--- src/rtl/loader_pkg.sv ---
// Shared types and constants for the boot-time instruction-memory loader.
package loader_pkg;

   // Loader sequencing states
   typedef enum logic [2:0] {
      IDLE    = 3'd0,
      LOAD    = 3'd1,
      FILL    = 3'd2,
      HOLDCNT = 3'd3,
      RUN     = 3'd4
   } ldr_state_t;

   // RV32I canonical NOP: addi x0, x0, 0
   localparam logic [31:0] NOP_INSTR = 32'h0000_0013;

endpackage

--- src/rtl/imem_loader.sv ---
// Boot-time instruction-memory writer: streams a program into imem from
// address 0, pads the tail with NOPs, then releases the core from reset.
module imem_loader
   import loader_pkg::*;
#(
   parameter int DEPTH = 256,
   parameter int AW    = $clog2(DEPTH),
   parameter int HOLD  = 4
) (
   input  logic          clk,
   input  logic          reset,
   input  logic          start,
   input  logic          in_valid,
   output logic          in_ready,
   input  logic [31:0]   in_data,
   input  logic          in_last,
   output logic          imem_we,
   output logic [AW-1:0] imem_addr,
   output logic [31:0]   imem_wdata,
   output logic          core_reset,
   output logic          done,
   output logic          err_overflow,
   output logic [AW:0]   word_count
);

   localparam int          HW        = (HOLD > 1) ? $clog2(HOLD) : 1;
   localparam logic [AW:0] DEPTH_CNT = (AW+1)'(DEPTH);
   localparam logic [AW-1:0] LAST_ADDR = AW'(DEPTH - 1);
   localparam logic [HW-1:0] HOLD_LAST = HW'(HOLD - 1);

   ldr_state_t    state_r, next_state_s;
   logic          in_ready_r, imem_we_r, core_reset_r, done_r, err_overflow_r;
   logic [AW-1:0] imem_addr_r, addr_cnt_r;
   logic [31:0]   imem_wdata_r;
   logic [AW:0]   word_count_r;
   logic [HW-1:0] hold_cnt_r;

   logic          in_ready_s, imem_we_s, core_reset_s, done_s, err_overflow_s;
   logic [AW-1:0] imem_addr_s, addr_cnt_s;
   logic [31:0]   imem_wdata_s;
   logic [AW:0]   word_count_s;
   logic [HW-1:0] hold_cnt_s;

   logic          hs_s, at_depth_s;
   logic [AW:0]   wc_inc_s;

   // A word is accepted only while LOAD has its ready asserted
   assign hs_s       = (state_r == LOAD) && in_ready_r && in_valid;
   assign wc_inc_s   = word_count_r + (AW+1)'(1);
   assign at_depth_s = (wc_inc_s == DEPTH_CNT);

   // State register
   always_ff @(posedge clk or negedge reset) begin
      if (!reset) begin
         state_r <= IDLE;
      end else begin
         state_r <= next_state_s;
      end
   end

   // Next-state decision; leaving LOAD/FILL at DEPTH keeps addresses from wrapping
   always_comb begin
      next_state_s = state_r;
      case (state_r)
         IDLE: begin
            if (start) next_state_s = LOAD;
            else       next_state_s = IDLE;
         end
         LOAD: begin
            if (hs_s && (in_last || at_depth_s)) begin
               if (at_depth_s) next_state_s = HOLDCNT;
               else            next_state_s = FILL;
            end else begin
               next_state_s = LOAD;
            end
         end
         FILL: begin
            if (addr_cnt_r == LAST_ADDR) next_state_s = HOLDCNT;
            else                         next_state_s = FILL;
         end
         HOLDCNT: begin
            if (hold_cnt_r == HOLD_LAST) next_state_s = RUN;
            else                         next_state_s = HOLDCNT;
         end
         RUN: begin
            if (start) next_state_s = LOAD;
            else       next_state_s = RUN;
         end
         default: next_state_s = IDLE;
      endcase
   end

   // Output/datapath next values; all of these are registered below
   always_comb begin
      in_ready_s     = 1'b0;
      imem_we_s      = 1'b0;
      imem_addr_s    = imem_addr_r;
      imem_wdata_s   = imem_wdata_r;
      word_count_s   = word_count_r;
      err_overflow_s = err_overflow_r;
      addr_cnt_s     = addr_cnt_r;
      hold_cnt_s     = {HW{1'b0}};
      case (state_r)
         IDLE, RUN: begin
            if (start) begin
               word_count_s   = {(AW+1){1'b0}};
               err_overflow_s = 1'b0;
               addr_cnt_s     = {AW{1'b0}};
            end else begin
               word_count_s   = word_count_r;
            end
         end
         LOAD: begin
            // Ready is derived from the next state so no word slips in after the last one
            in_ready_s = (next_state_s == LOAD);
            if (hs_s) begin
               imem_we_s      = 1'b1;
               imem_addr_s    = word_count_r[AW-1:0];
               imem_wdata_s   = in_data;
               word_count_s   = wc_inc_s;
               addr_cnt_s     = addr_cnt_r + AW'(1);
               err_overflow_s = at_depth_s && !in_last;
            end else begin
               imem_we_s      = 1'b0;
            end
         end
         FILL: begin
            imem_we_s    = 1'b1;
            imem_addr_s  = addr_cnt_r;
            imem_wdata_s = NOP_INSTR;
            addr_cnt_s   = addr_cnt_r + AW'(1);
         end
         HOLDCNT: begin
            hold_cnt_s = hold_cnt_r + HW'(1);
         end
         default: begin
            in_ready_s = 1'b0;
         end
      endcase
      // Release on entry to RUN; on restart the reset returns one edge after start
      core_reset_s = !((next_state_s == RUN) || (state_r == RUN));
      done_s       = !core_reset_s;
   end

   // Output and counter registers
   always_ff @(posedge clk or negedge reset) begin
      if (!reset) begin
         in_ready_r     <= 1'b0;
         imem_we_r      <= 1'b0;
         imem_addr_r    <= {AW{1'b0}};
         imem_wdata_r   <= 32'h0000_0000;
         core_reset_r   <= 1'b1;
         done_r         <= 1'b0;
         err_overflow_r <= 1'b0;
         word_count_r   <= {(AW+1){1'b0}};
         addr_cnt_r     <= {AW{1'b0}};
         hold_cnt_r     <= {HW{1'b0}};
      end else begin
         in_ready_r     <= in_ready_s;
         imem_we_r      <= imem_we_s;
         imem_addr_r    <= imem_addr_s;
         imem_wdata_r   <= imem_wdata_s;
         core_reset_r   <= core_reset_s;
         done_r         <= done_s;
         err_overflow_r <= err_overflow_s;
         word_count_r   <= word_count_s;
         addr_cnt_r     <= addr_cnt_s;
         hold_cnt_r     <= hold_cnt_s;
      end
   end

   assign in_ready     = in_ready_r;
   assign imem_we      = imem_we_r;
   assign imem_addr    = imem_addr_r;
   assign imem_wdata   = imem_wdata_r;
   assign core_reset   = core_reset_r;
   assign done         = done_r;
   assign err_overflow = err_overflow_r;
   assign word_count   = word_count_r;

endmodule

--- config.mk ---
export PLATFORM = sky130hd
export DESIGN_NAME = imem_loader
export DESIGN_NICKNAME = d
export VERILOG_FILES = /design/src/rtl/loader_pkg.sv /design/src/rtl/imem_loader.sv
export SDC_FILE = /design/constraint.sdc
export NUM_CORES = 1
export LEC_CHECK = 0
export BUFFER_PORTS_ARGS = -buffer_cell sky130_fd_sc_hd__buf_4
export CORE_MARGIN = 2
export CORE_UTILIZATION = 46
export DETAILED_ROUTE_END_ITERATION = 10
export PLACE_DENSITY = 0.82
export RECOVER_POWER = 25
export SLEW_MARGIN = 20
export SYNTH_ARGS = -nofsm -noshare
export SYNTH_HDL_FRONTEND = slang
export SYNTH_SLANG_ARGS = --single-unit
--- constraint.sdc ---
create_clock -name clk -period 1.7 [get_ports clk]
set_clock_uncertainty 0.05 [all_clocks]
set_input_delay 0.085 -clock clk [delete_from_list [all_inputs] [get_ports clk]]
set_output_delay 0.085 -clock clk [all_outputs]
set_load 0.02 [all_outputs]
==> flow_metrics.tcl <==
set metrics [dict create \
    cts.sinks 67 \
    firstDrtPassIters 8 \
    fp.dieW_um 84.39 \
    dr.first_iter.drc_count 374 \
    ys_types 46 \
    power.share.clock_pct 22.5 \
    vias 3029 \
    cts_tree "yes" \
    ys_seq_elements 67 \
    htree_levels 3 \
    placed_area_um2 3875 \
    wire_per_inst_um 16.73 \
    crit_arrival_ns 1.82 \
    pwr-share-comb_pct 44.9 \
    clk_path_buf_depth 2 \
    cp_slowest_stage_delay_ns 0.43 \
    p_int_mw 4.641 \
    io_buffers 90 \
    cp_cell_sequence "ha_1 > and3_1 > and3_1 > a41oi_1 > o211ai_1" \
    syn_avg_cell_area_um2 9.559 \
    hp-class "in2reg" \
    worst_slew_pin_slew_ns 0.7547 \
    async_flop_share_pct 100.0 \
    power_frac_seq_pct 32.6 \
    p_leak_nw 2.371 \
    antenna_found_initial 0 \
    p_total_mw 7.546 \
    cp_max_fo 5 \
    diodes 0 \
    finalMaxSlewViolations 0 \
    fmax_mhz 600.0 \
    io_pins 91 \
    synth_ff_type "dfrtp_1" \
    switchingPower_mw 2.905 \
    required_ns 1.85 \
    hpwl_mm 5.468 \
    die-area_um2 7122 \
    finalWirelength_mm 8.948 \
    syn2layout_area_growth_pct 52.19 \
    root_buffer "clkbuf_8" \
    period_share_pct 98.03 \
    synthMostInstantiatedCell "nand2_1" \
    avgViaCountPerCell 5.662 \
    hold_viol 0 \
    r2r_slack_ns 0.03 \
    max-cap-violations 0 \
    synth_warnings 0 \
    drive_above_1_share_pct 31.66 \
    grt_overflow_total 0 \
    cpMostUsedCell "and3_1" \
    power_density_nw_per_um2 1668 \
    ant_nets 0 \
    crit_path_start_kind "flop" \
    ir_worst_vdd_mv 1.012 \
    drc_errors 0 \
    worstSetupPathType "reg2reg" \
    synth-seq-area-share_pct 56.44 \
    fp-row-count 29 \
    synth_top_area_cell "dfrtp_1" \
    synthTopCellsByCount "80 x nand2_1, 66 x dfrtp_1, 41 x nand3_1, 15 x a21oi_1" \
    setup_viol 0 \
    slew_headroom_pct 49.69 \
    status "finished clean" \
    final_nets 493 \
    grt_max_degree 38 \
    core_region_area_um2 6314 \
    swShare_pct 38.49 \
    cts_buffers 9 \
    synth.top_cell.area_share_pct 55.56 \
    fillCellCount 443 \
    synth_edf_count 0 \
    die_h_um 84.39 \
    synth.area.top_cells "dfrtp_1 56%, nand2_1 10%, nand3_1 6.9%, a222oi_1 2.7%, a21oi_1 2.5%" \
    clkTransAtPathRegs_ns 0.07 \
    grt_pass1_vias 3091 \
    synth_nets 351 \
    period_minus_slack_ns 1.667 \
    syn-cell-area_um2 2973 \
    initial_core_util_pct 47.09 \
    routabilityCongestion 0.8659 \
    grt_pass1_wl_mm 14.90 \
    end_kind "flop" \
    fin_util_pct 71.66 \
    cp_slowest_cell "dfrtp_1" \
    synthCells 311 \
    final_cell_area_um2 4524 \
    global_route.usage.total_pct 26.55 \
    clk_latency_ns 0.34 \
]
flip-flops by register name (all words and copies together) (netlist names):
signal,cells
state_r,3
in_ready,1
word_count,9
imem_addr,8
hold_cnt_r,2
done,1
addr_cnt_r,8
core_reset,1
imem_wdata,32
imem_we,1
err_overflow,1
worst max-delay path: cells and delay by family (launching register included):
family          cells  cell delay [ns]
simple gates        2             0.43
flops               1             0.43
fa+ha+maj           1             0.23
compound gates      2             0.39
what timing repair did:
| item | 4_1_cts | 5_1_grt |
|---|---|---|
| endpoints found under the setup margin | 1 | 45 |
| pin swaps | 0 | 0 |
| hold endpoints to repair | 101 | 0 |
| gates resized for setup | 1 | 10 |
| setup buffers | 0 | 2 |
| hold buffers | 35 | 0 |
per-stage QoR:
stage | std cells | TNS (ns) | hold slack, ns | setup slack, ns
floorplan | 311 | 0 | -0.2606 | 0.09689
global placement | 482 | 0 | -0.001552 | 0.09210
detailed placement | 482 | 0 | -0.002517 | 0.04945
CTS | 533 | 0 | 0.1790 | 0.01868
global route | 535 | -0.07137 | 0.2347 | -0.03461
finish | 535 | 0 | 0.2388 | 0.03342
per-layer routing:
layer  share of wire [%]  track usage (%)
met1                  39            32.51
met2                  51            44.44
met5                   0                0
met3                 7.3            6.293
met4                 3.1            12.70
final cells by class:
class | instances | area, um^2 | area share, %
Sequential cell | 67 | 1679 | 37.11
Timing Repair Buffer | 150 | 1252 | 27.68
Multi-Input combinational cell | 214 | 1191 | 26.33
Clock buffer | 12 | 165.2 | 3.650
Tap cell | 77 | 96.34 | 2.129
Clock inverter | 4 | 95.09 | 2.102
Inverter | 11 | 45.04 | 0.9956
worst paths after layout:
path | cells past startpoint | startpoint | to
setup / recovery | 5 | addr_cnt_r[0]$_DFFE_PN0P_ | state_r[0]$_DFF_PN0_
hold / removal | 4 | in_valid | word_count[0]$_DFFE_PN0P_
setup reg to reg | 5 | addr_cnt_r[0]$_DFFE_PN0P_ | state_r[0]$_DFF_PN0_
hold reg to reg | 1 | hold_cnt_r[0]$_DFF_PN0_ | hold_cnt_r[0]$_DFF_PN0_
max in group asynchronous | 3 | reset | core_reset$_DFF_PN1_
min in group asynchronous | 2 | reset | imem_wdata[9]$_DFFE_PN0P_
cell usage in the layout (no fill, tap or decap), types with 2 or more instances in the layout:
cell,Yosys,layout
nor2_1,4,4
a222oi_1,8,8
and4b_1,2,2
dlygate4sd3_1,0,35
dfrtp_1,66,65
bufinv_16,0,3
o31ai_1,2,2
nand2b_1,5,5
o31a_1,2,2
nand4b_1,2,2
nand2_1,80,79
a31oi_1,6,6
a21o_1,2,2
and3_1,6,5
a21oi_1,15,15
buf_12,0,3
nor2b_1,2,2
nor3_1,2,2
nand3_1,41,41
nor3b_2,1,2
o21ai_0,10,10
clkbuf_8,0,12
or3b_4,0,2
ha_1,3,3
inv_1,10,10
buf_4,1,109
power by group through the flow:
stage                     Combinational (mW)  Clock [mW]  Sequential, mW
final                                   3.39        1.70            2.46
after global routing                    3.69        1.81            2.52
after CTS                               3.27        1.71            2.43
after detailed placement                3.18           0            2.45
after global placement                  3.09           0            2.43
after floorplan                         1.35           0            2.91
logic make-up (layout without fill, tap and decap cells):
kind of cell    Yosys count  after routing  synth area share (%)
buf+inv                  30            177                 4.504
fa+ha+maj                 3              3                 1.263
simple gates            158            158                 25.76
flops                    67             67                 56.44
mux                       1              1                0.3367
xor+xnor                  1              1                0.2947
compound gates           51             51                 11.41
Power figures use the tool's default switching activity.
